==> config.mk <==
export PLATFORM = sky130hd
export DESIGN_NAME = ps2_kbd_ctrl
export DESIGN_NICKNAME = d
export VERILOG_FILES = /design/src/rtl/ps2_kbd_ctrl.sv
export SDC_FILE = /design/constraint.sdc
export NUM_CORES = 1
export LEC_CHECK = 0
export ABC_CLOCK_PERIOD_IN_PS = 2680
export CELL_PAD_IN_SITES_DETAIL_PLACEMENT = 1
export CELL_PAD_IN_SITES_GLOBAL_PLACEMENT = 1
export CORE_UTILIZATION = 40
export DETAILED_ROUTE_END_ITERATION = 8
export PLACE_DENSITY = 0.82
export RECOVER_POWER = 100
export REMOVE_ABC_BUFFERS = 1
export SYNTH_ARGS = -nofsm -noshare
export SYNTH_HDL_FRONTEND = slang
export SYNTH_SLANG_ARGS = --single-unit
==> constraint.sdc <==
create_clock -name clk -period 2.68 [get_ports clk]
set_input_delay 0.268 -clock clk [delete_from_list [all_inputs] [get_ports clk]]
set_output_delay 0.268 -clock clk [all_outputs]
set_load 0.01 [all_outputs]
==> src/rtl/ps2_kbd_ctrl.sv <==
// PS/2 keyboard receiver: synchronises the pins, deframes scancodes and buffers them for a CPU register interface.
// Optional macro PS2_BREAK_FILTER_EN folds the 0xF0 break prefix into bit 8 of the following FIFO entry.
module ps2_kbd_ctrl #(
  parameter int FIFO_DEPTH     = 8,
  parameter int TIMEOUT_CYCLES = 20000
) (
  input  logic        clk,
  input  logic        rst_n,
  input  logic        ps2_clk,
  input  logic        ps2_data,
  input  logic        reg_sel,
  input  logic        reg_wenable,
  input  logic [3:0]  reg_addr,
  input  logic [31:0] reg_wdata,
  output logic [31:0] reg_rdata,
  output logic        irq
);

  localparam int AW = (FIFO_DEPTH > 1) ? $clog2(FIFO_DEPTH) : 1;
  localparam int CW = AW + 1;
  localparam int TW = $clog2(TIMEOUT_CYCLES + 1);
  localparam logic [CW-1:0] DEPTH_C = CW'(FIFO_DEPTH);
  localparam logic [TW-1:0] TMO_C   = TW'(TIMEOUT_CYCLES);
  localparam logic [3:0] ADDR_DATA   = 4'h0;
  localparam logic [3:0] ADDR_STATUS = 4'h4;
  localparam logic [3:0] ADDR_CTRL   = 4'h8;

`ifdef PS2_BREAK_FILTER_EN
  localparam bit BRK_EN = 1'b1;
`else
  localparam bit BRK_EN = 1'b0;
`endif

  typedef enum logic [1:0] {S_IDLE, S_DATA, S_PARITY, S_STOP} state_e;

  state_e          state_q, state_d;
  logic [2:0]      bitcnt_q, bitcnt_d;
  logic [7:0]      shift_q, shift_d;
  logic            parity_ok_q, parity_ok_d;
  logic            brk_q, brk_d;
  logic [TW-1:0]   tmo_q, tmo_d;
  logic            clk_s1_q, clk_s2_q, clk_prev_q, dat_s1_q, dat_s2_q;
  logic [AW-1:0]   wr_ptr_q, wr_ptr_d, rd_ptr_q, rd_ptr_d;
  logic [CW-1:0]   count_q, count_d;
  logic            overflow_q, overflow_d, parity_err_q, parity_err_d;
  logic            frame_err_q, frame_err_d, enable_q, enable_d, irq_en_q, irq_en_d;
  logic [31:0]     rdata_q, rdata_d;
  logic            irq_q, irq_d;
  logic [8:0]      fifo_mem [FIFO_DEPTH];

  logic            fall, push_req, push_ok, pop, set_perr, set_ferr;
  logic            rd_req, wr_req, fifo_empty, fifo_full;
  logic [8:0]      push_data;
  logic [2:0]      status_w1c;
  logic            unused_wdata;

  assign fall         = clk_prev_q & ~clk_s2_q;
  assign rd_req       = reg_sel & ~reg_wenable;
  assign wr_req       = reg_sel & reg_wenable;
  assign fifo_empty   = (count_q == '0);
  assign fifo_full    = (count_q == DEPTH_C);
  assign unused_wdata = ^reg_wdata[31:5];
  assign reg_rdata    = rdata_q;
  assign irq          = irq_q;

  // Frame FSM; the timeout counter saturates so a long idle line costs nothing.
  always_comb begin
    state_d     = state_q;
    bitcnt_d    = bitcnt_q;
    shift_d     = shift_q;
    parity_ok_d = parity_ok_q;
    brk_d       = brk_q;
    push_req    = 1'b0;
    push_data   = '0;
    set_perr    = 1'b0;
    set_ferr    = 1'b0;
    tmo_d       = fall ? '0 : ((tmo_q == TMO_C) ? tmo_q : tmo_q + 1'b1);
    if (!enable_q) begin
      state_d = S_IDLE;
      brk_d   = 1'b0;
    end else if (fall) begin
      case (state_q)
        S_IDLE: begin
          if (!dat_s2_q) begin
            state_d  = S_DATA;
            bitcnt_d = '0;
          end
        end
        S_DATA: begin
          shift_d  = {dat_s2_q, shift_q[7:1]};
          bitcnt_d = bitcnt_q + 1'b1;
          if (bitcnt_q == 3'd7) state_d = S_PARITY;
        end
        S_PARITY: begin
          parity_ok_d = ^{shift_q, dat_s2_q};
          state_d     = S_STOP;
        end
        S_STOP: begin
          state_d = S_IDLE;
          if (dat_s2_q && parity_ok_q) begin
            if (BRK_EN && (shift_q == 8'hF0)) begin
              brk_d = 1'b1;
            end else begin
              push_req  = 1'b1;
              push_data = {brk_q & BRK_EN, shift_q};
              brk_d     = 1'b0;
            end
          end else begin
            set_perr = ~parity_ok_q;
            set_ferr = ~dat_s2_q;
            brk_d    = 1'b0;
          end
        end
        default: state_d = S_IDLE;
      endcase
    end else if ((state_q != S_IDLE) && (tmo_q == TMO_C)) begin
      state_d  = S_IDLE;
      set_ferr = 1'b1;
      brk_d    = 1'b0;
    end
  end

  // FIFO bookkeeping and register file; a pop in the same cycle frees a slot for a push.
  always_comb begin
    pop        = rd_req && (reg_addr == ADDR_DATA) && !fifo_empty;
    push_ok    = push_req && (!fifo_full || pop);
    wr_ptr_d   = push_ok ? wr_ptr_q + 1'b1 : wr_ptr_q;
    rd_ptr_d   = pop ? rd_ptr_q + 1'b1 : rd_ptr_q;
    count_d    = count_q;
    if (push_ok && !pop)      count_d = count_q + 1'b1;
    else if (!push_ok && pop) count_d = count_q - 1'b1;
    status_w1c   = (wr_req && (reg_addr == ADDR_STATUS)) ? reg_wdata[4:2] : 3'b000;
    overflow_d   = (overflow_q & ~status_w1c[0]) | (push_req & ~push_ok);
    parity_err_d = (parity_err_q & ~status_w1c[1]) | set_perr;
    frame_err_d  = (frame_err_q & ~status_w1c[2]) | set_ferr;
    enable_d     = enable_q;
    irq_en_d     = irq_en_q;
    if (wr_req && (reg_addr == ADDR_CTRL)) begin
      enable_d = reg_wdata[0];
      irq_en_d = reg_wdata[1];
    end
    rdata_d = rdata_q;
    if (rd_req) begin
      case (reg_addr)
        ADDR_DATA:   rdata_d = fifo_empty ? 32'd0 : {23'd0, fifo_mem[rd_ptr_q]};
        ADDR_STATUS: rdata_d = {16'd0, 8'(count_q), 3'd0, frame_err_q, parity_err_q,
                                overflow_q, fifo_full, ~fifo_empty};
        ADDR_CTRL:   rdata_d = {30'd0, irq_en_q, enable_q};
        default:     rdata_d = 32'd0;
      endcase
    end
    irq_d = irq_en_q & ~fifo_empty;
  end

  always_ff @(posedge clk or negedge rst_n) begin
    if (!rst_n) begin
      state_q      <= S_IDLE;
      bitcnt_q     <= '0;
      shift_q      <= '0;
      parity_ok_q  <= 1'b0;
      brk_q        <= 1'b0;
      tmo_q        <= '0;
      clk_s1_q     <= 1'b1;
      clk_s2_q     <= 1'b1;
      clk_prev_q   <= 1'b1;
      dat_s1_q     <= 1'b1;
      dat_s2_q     <= 1'b1;
      wr_ptr_q     <= '0;
      rd_ptr_q     <= '0;
      count_q      <= '0;
      overflow_q   <= 1'b0;
      parity_err_q <= 1'b0;
      frame_err_q  <= 1'b0;
      enable_q     <= 1'b1;
      irq_en_q     <= 1'b0;
      rdata_q      <= '0;
      irq_q        <= 1'b0;
    end else begin
      state_q      <= state_d;
      bitcnt_q     <= bitcnt_d;
      shift_q      <= shift_d;
      parity_ok_q  <= parity_ok_d;
      brk_q        <= brk_d;
      tmo_q        <= tmo_d;
      clk_s1_q     <= ps2_clk;
      clk_s2_q     <= clk_s1_q;
      clk_prev_q   <= clk_s2_q;
      dat_s1_q     <= ps2_data;
      dat_s2_q     <= dat_s1_q;
      wr_ptr_q     <= wr_ptr_d;
      rd_ptr_q     <= rd_ptr_d;
      count_q      <= count_d;
      overflow_q   <= overflow_d;
      parity_err_q <= parity_err_d;
      frame_err_q  <= frame_err_d;
      enable_q     <= enable_d;
      irq_en_q     <= irq_en_d;
      rdata_q      <= rdata_d;
      irq_q        <= irq_d;
    end
  end

  always_ff @(posedge clk) begin
    if (push_ok) fifo_mem[wr_ptr_q] <= push_data;
  end

endmodule

==> summary.md <==
| Metric | Value |
|---|---|
| Violated checks | `setup timing` |
| Element type at the critical path start | `register` |
| DRC | `0` |
| PwrDens | `784 mW/mm^2` |
| EDFF count, synth | `64` |
| Post-route worst setup slack | `-39.3 ps` |
| Placed cell area | `0.00622 sq mm` |
| Yosys top cell by area | `edfxtp_1` |
| DIE AREA | `0.0147 sq mm` |
| Finished Cell Area | `0.00689 sq mm` |
| Clk_lat worst skew | `430 ps` |
| Die Y | `121 um` |
| Vias | `3548` |
| Register-to-Register Path Depth | `11` |
| FF-to-FF setup slack | `-40 ps` |
| Cells after Synth | `401` |
| Clock power frac | `40.3%` |
| Post-route antenna net violation count | `0` |
| Synthesized cell area | `0.00569 sq mm` |
| First-pass DRT Iterations | `5` |
| DR iter-0 viols | `243` |
| Final cell count without fillers | `663` |
| Row Count | `43` |
| CP max stage delay | `460 ps` |
| Initial antenna violation count | `0` |
| Crit end category | `register` |
| Clock Pin Slew Worst Setup and Hold Paths | `60 ps` |
| CTS Root Cell | `clkbuf_16` |
| Final nets | `527` |
| Status | `finished with violations` |
| Slew headroom | `22.0%` |
| Clock skew | `11.5 ps` |
| DP Wirelength | `8960 um` |
| Syn. warnings | `0` |
| H-Tree Depth | `4` |
| Power share of the sequential group | `42.8%` |
| Num CTS Buffers | `17` |
| Cell count after placement | `622` |
| Most used DFF post-synth | `edfxtp_1` |
| Sequential area share after synthesis | `61.1%` |
| Core area | `0.0139 sq mm` |
| Overall routing resource usage | `20.4%` |
| Main area contributors after synthesis | `edfxtp_1 34%, dfrtp_1 25%, mux4_1 5.5%, ha_1 3.1%, buf_4 2.9%` |
| Hold Vio Cnt, Final | `0` |
| CTS tree | `done` |
| Fillers | `1390` |
| Vias in the first global route | `3876` |
| First-pass GRT wire length | `21600 um` |
| Crit path time final | `2720 ps` |
| Kind of critical path | `reg2reg` |
| Crit path max fanout | `4` |
| Final setup fails | `1` |
| Fin util | `49.7%` |
| Worst-path cell chain | `nor4b_4 -> a21boi_4 -> nor3_4 -> ha_1 -> inv_1 -> ha_4 -> a21o_1 -> a21oi_2 -> xnor2_1 -> nor2_1 -> xor2_1` |
| CP max stage cell | `dfrtp_2` |
| Via/cell ratio | `5.35` |
| Initial core utilization | `41.0%` |
| Fmax | `368 MHz` |
| WHS Path Cells | `0` |
| Hold Crit Class | `reg2reg` |
| Layout cells sized above 1 | `20.5%` |
| Max Cap Viol | `0` |
| Largest net degree at the start of global routing | `26` |
| Post-synth cell types | `53` |
| Hold Crit Start | `clk_s1_q` |
| Pins Over Slew Limit | `0` |
| Critical Path AT | `3020 ps` |
| # clock sinks | `126` |
| Critical path startpoint | `count_q[1]` |
| Combinational fraction of design power | `16.9%` |
| P_leak | `2.77 nW` |
| Psw | `0.00141 W` |
| Routed WL | `14200 um` |
| Total gr overflow | `0` |
| Die width | `121 um` |
| Ports | `75` |
| Final period util | `101%` |
| Area Overhead vs Synth | `21.1%` |
| Worst R2R Start | `count_q[1]` |
| Clk buf depth | `2` |
| PortBufs | `27` |
| Peak VDD IR | `0.472 mV` |
| Top-area cell type share of the netlist area | `33.8%` |
| Cell Int Power | `0.00399 W` |
| Worst-margin pin slew | `1170 ps` |
| Inserted Diodes | `0` |
| Syn avg cell area | `14.2 sq um` |
| Ys async rst share | `49.2%` |
| Net switching fraction of the power | `26.2%` |
| Mean routed wirelength per cell | `21.4 um` |
| #FFs+latches synth | `126` |
| Data required, critical path | `2980 ps` |
| Final GP Congestion | `0.735` |
power groups by stage:
stage | clock, W | sequential [W] | combinational, W
floorplan | 0 | 0.00230 | 0.000472
global placement | 0 | 0.00232 | 0.000710
detailed placement | 0 | 0.00233 | 0.000767
CTS | 0.00221 | 0.00230 | 0.000832
global route | 0.00228 | 0.00232 | 0.000968
finish | 0.00218 | 0.00232 | 0.000911
critical path, delay by kind of cell, from the launching register on:
| family | cells | cell delay (ps) |
|---|---|---|
| compound gates | 3 | 660 |
| simple gates | 3 | 520 |
| fa+ha+maj | 2 | 450 |
| flops | 1 | 460 |
| xor+xnor | 2 | 350 |
| buf+inv | 1 | 150 |
flip-flops by register name, indices dropped and copies added (netlist names), 3 cells and up:
name / flops
wr_ptr_q: 3
tmo_q: 15
count_q: 4
rd_ptr_q: 3
shift_q: 8
fifo_mem: 64
bitcnt_q: 3
reg_rdata: 12
logic make-up (layout without fill, tap and decap cells):
family                     Yosys count  count (layout)  share of synthesized area [%]
other                                1              20                         0.0659
muxes                               42              42                           11.8
and+or+nand+nor                    116             116                           10.8
AOI/OAI and AO/OA                   35              35                           3.85
DFF                                126             126                           61.1
buffers and inverters               38             101                           4.53
adders and majority gates           15              15                           3.43
xor gates and xnor gates            28              28                           4.31
through the flow:
step / power [W] / hold WS [ps] / setup TNS [ps] / worst slack [ps]
after floorplan: 0.00278 / -27.6 / -10510 / -573
after global placement: 0.00303 / 214 / -47.9 / -47.9
after detailed placement: 0.00309 / 213 / -235 / -228
after CTS: 0.00534 / 244 / 0 / 3.97
after global routing: 0.00557 / 366 / -91.7 / -91.7
final: 0.00541 / 359 / -39.3 / -39.3
synthesized netlist by cell type, drive strengths merged (11+ instances only):
cell	instances
mux2	14
edfxtp	64
xnor2	14
and2	12
nand2	28
mux4	15
mux2i	13
xor2	14
dfrtp	56
a21oi	12
buf	28
nor2	32
nand3	12
ha	14
o21ai	11
final timing paths:
| kind | end |
|---|---|
| min in group asynchronous | overflow_q |
| min reg2reg | clk_s2_q |
| max reg2reg | count_q[3] |
| max | count_q[3] |
| max in group asynchronous | shift_q[5] |
| min | clk_s2_q |
routing by layer:
layer	up-vias	part of all wire [%]	routed length [um]	track usage [%]
met5	-	0	0	0
met4	0	4.4	622	11.7
met3	49	4.6	659	5.31
met2	132	52	7320	35.1
met1	1804	39	5610	22.8
li1	1563	-	-	-
cell type report:
cell class / instances / area, sq um / area share, %
repair buffers: 63 / 531 / 7.70
multi-input cells: 256 / 2070 / 30.1
clock buffers: 25 / 497 / 7.21
flip-flops and latches: 126 / 3480 / 50.6
well taps: 180 / 225 / 3.27
inverters: 6 / 22.5 / 0.327
clock inverters: 7 / 61.3 / 0.889
timing repair:
action / CTS / global route
endpoints found under the hold margin: 15 / 0
pin swaps: 0 / 5
setup buffers: 1 / 7
gates resized for setup: 7 / 5
setup endpoints to repair: 1 / 1
hold buffers: 1 / 0
placed cells by master, fill, tap and decap left out, drive strengths merged, types with 6 or more instances in the layout:
master          n
a21oi          12
and2           12
buf            33
clkbuf         28
clkdlybuf4s50  24
conb           20
dfrtp          56
dfstp           6
edfxtp         64
ha             14
inv             6
mux2           14
mux2i          13
mux4           15
nand2          28
nand3          12
nand4           6
nor2           32
o21ai          11
xnor2          14
xor2           14
(Power assumes the default switching activity.)
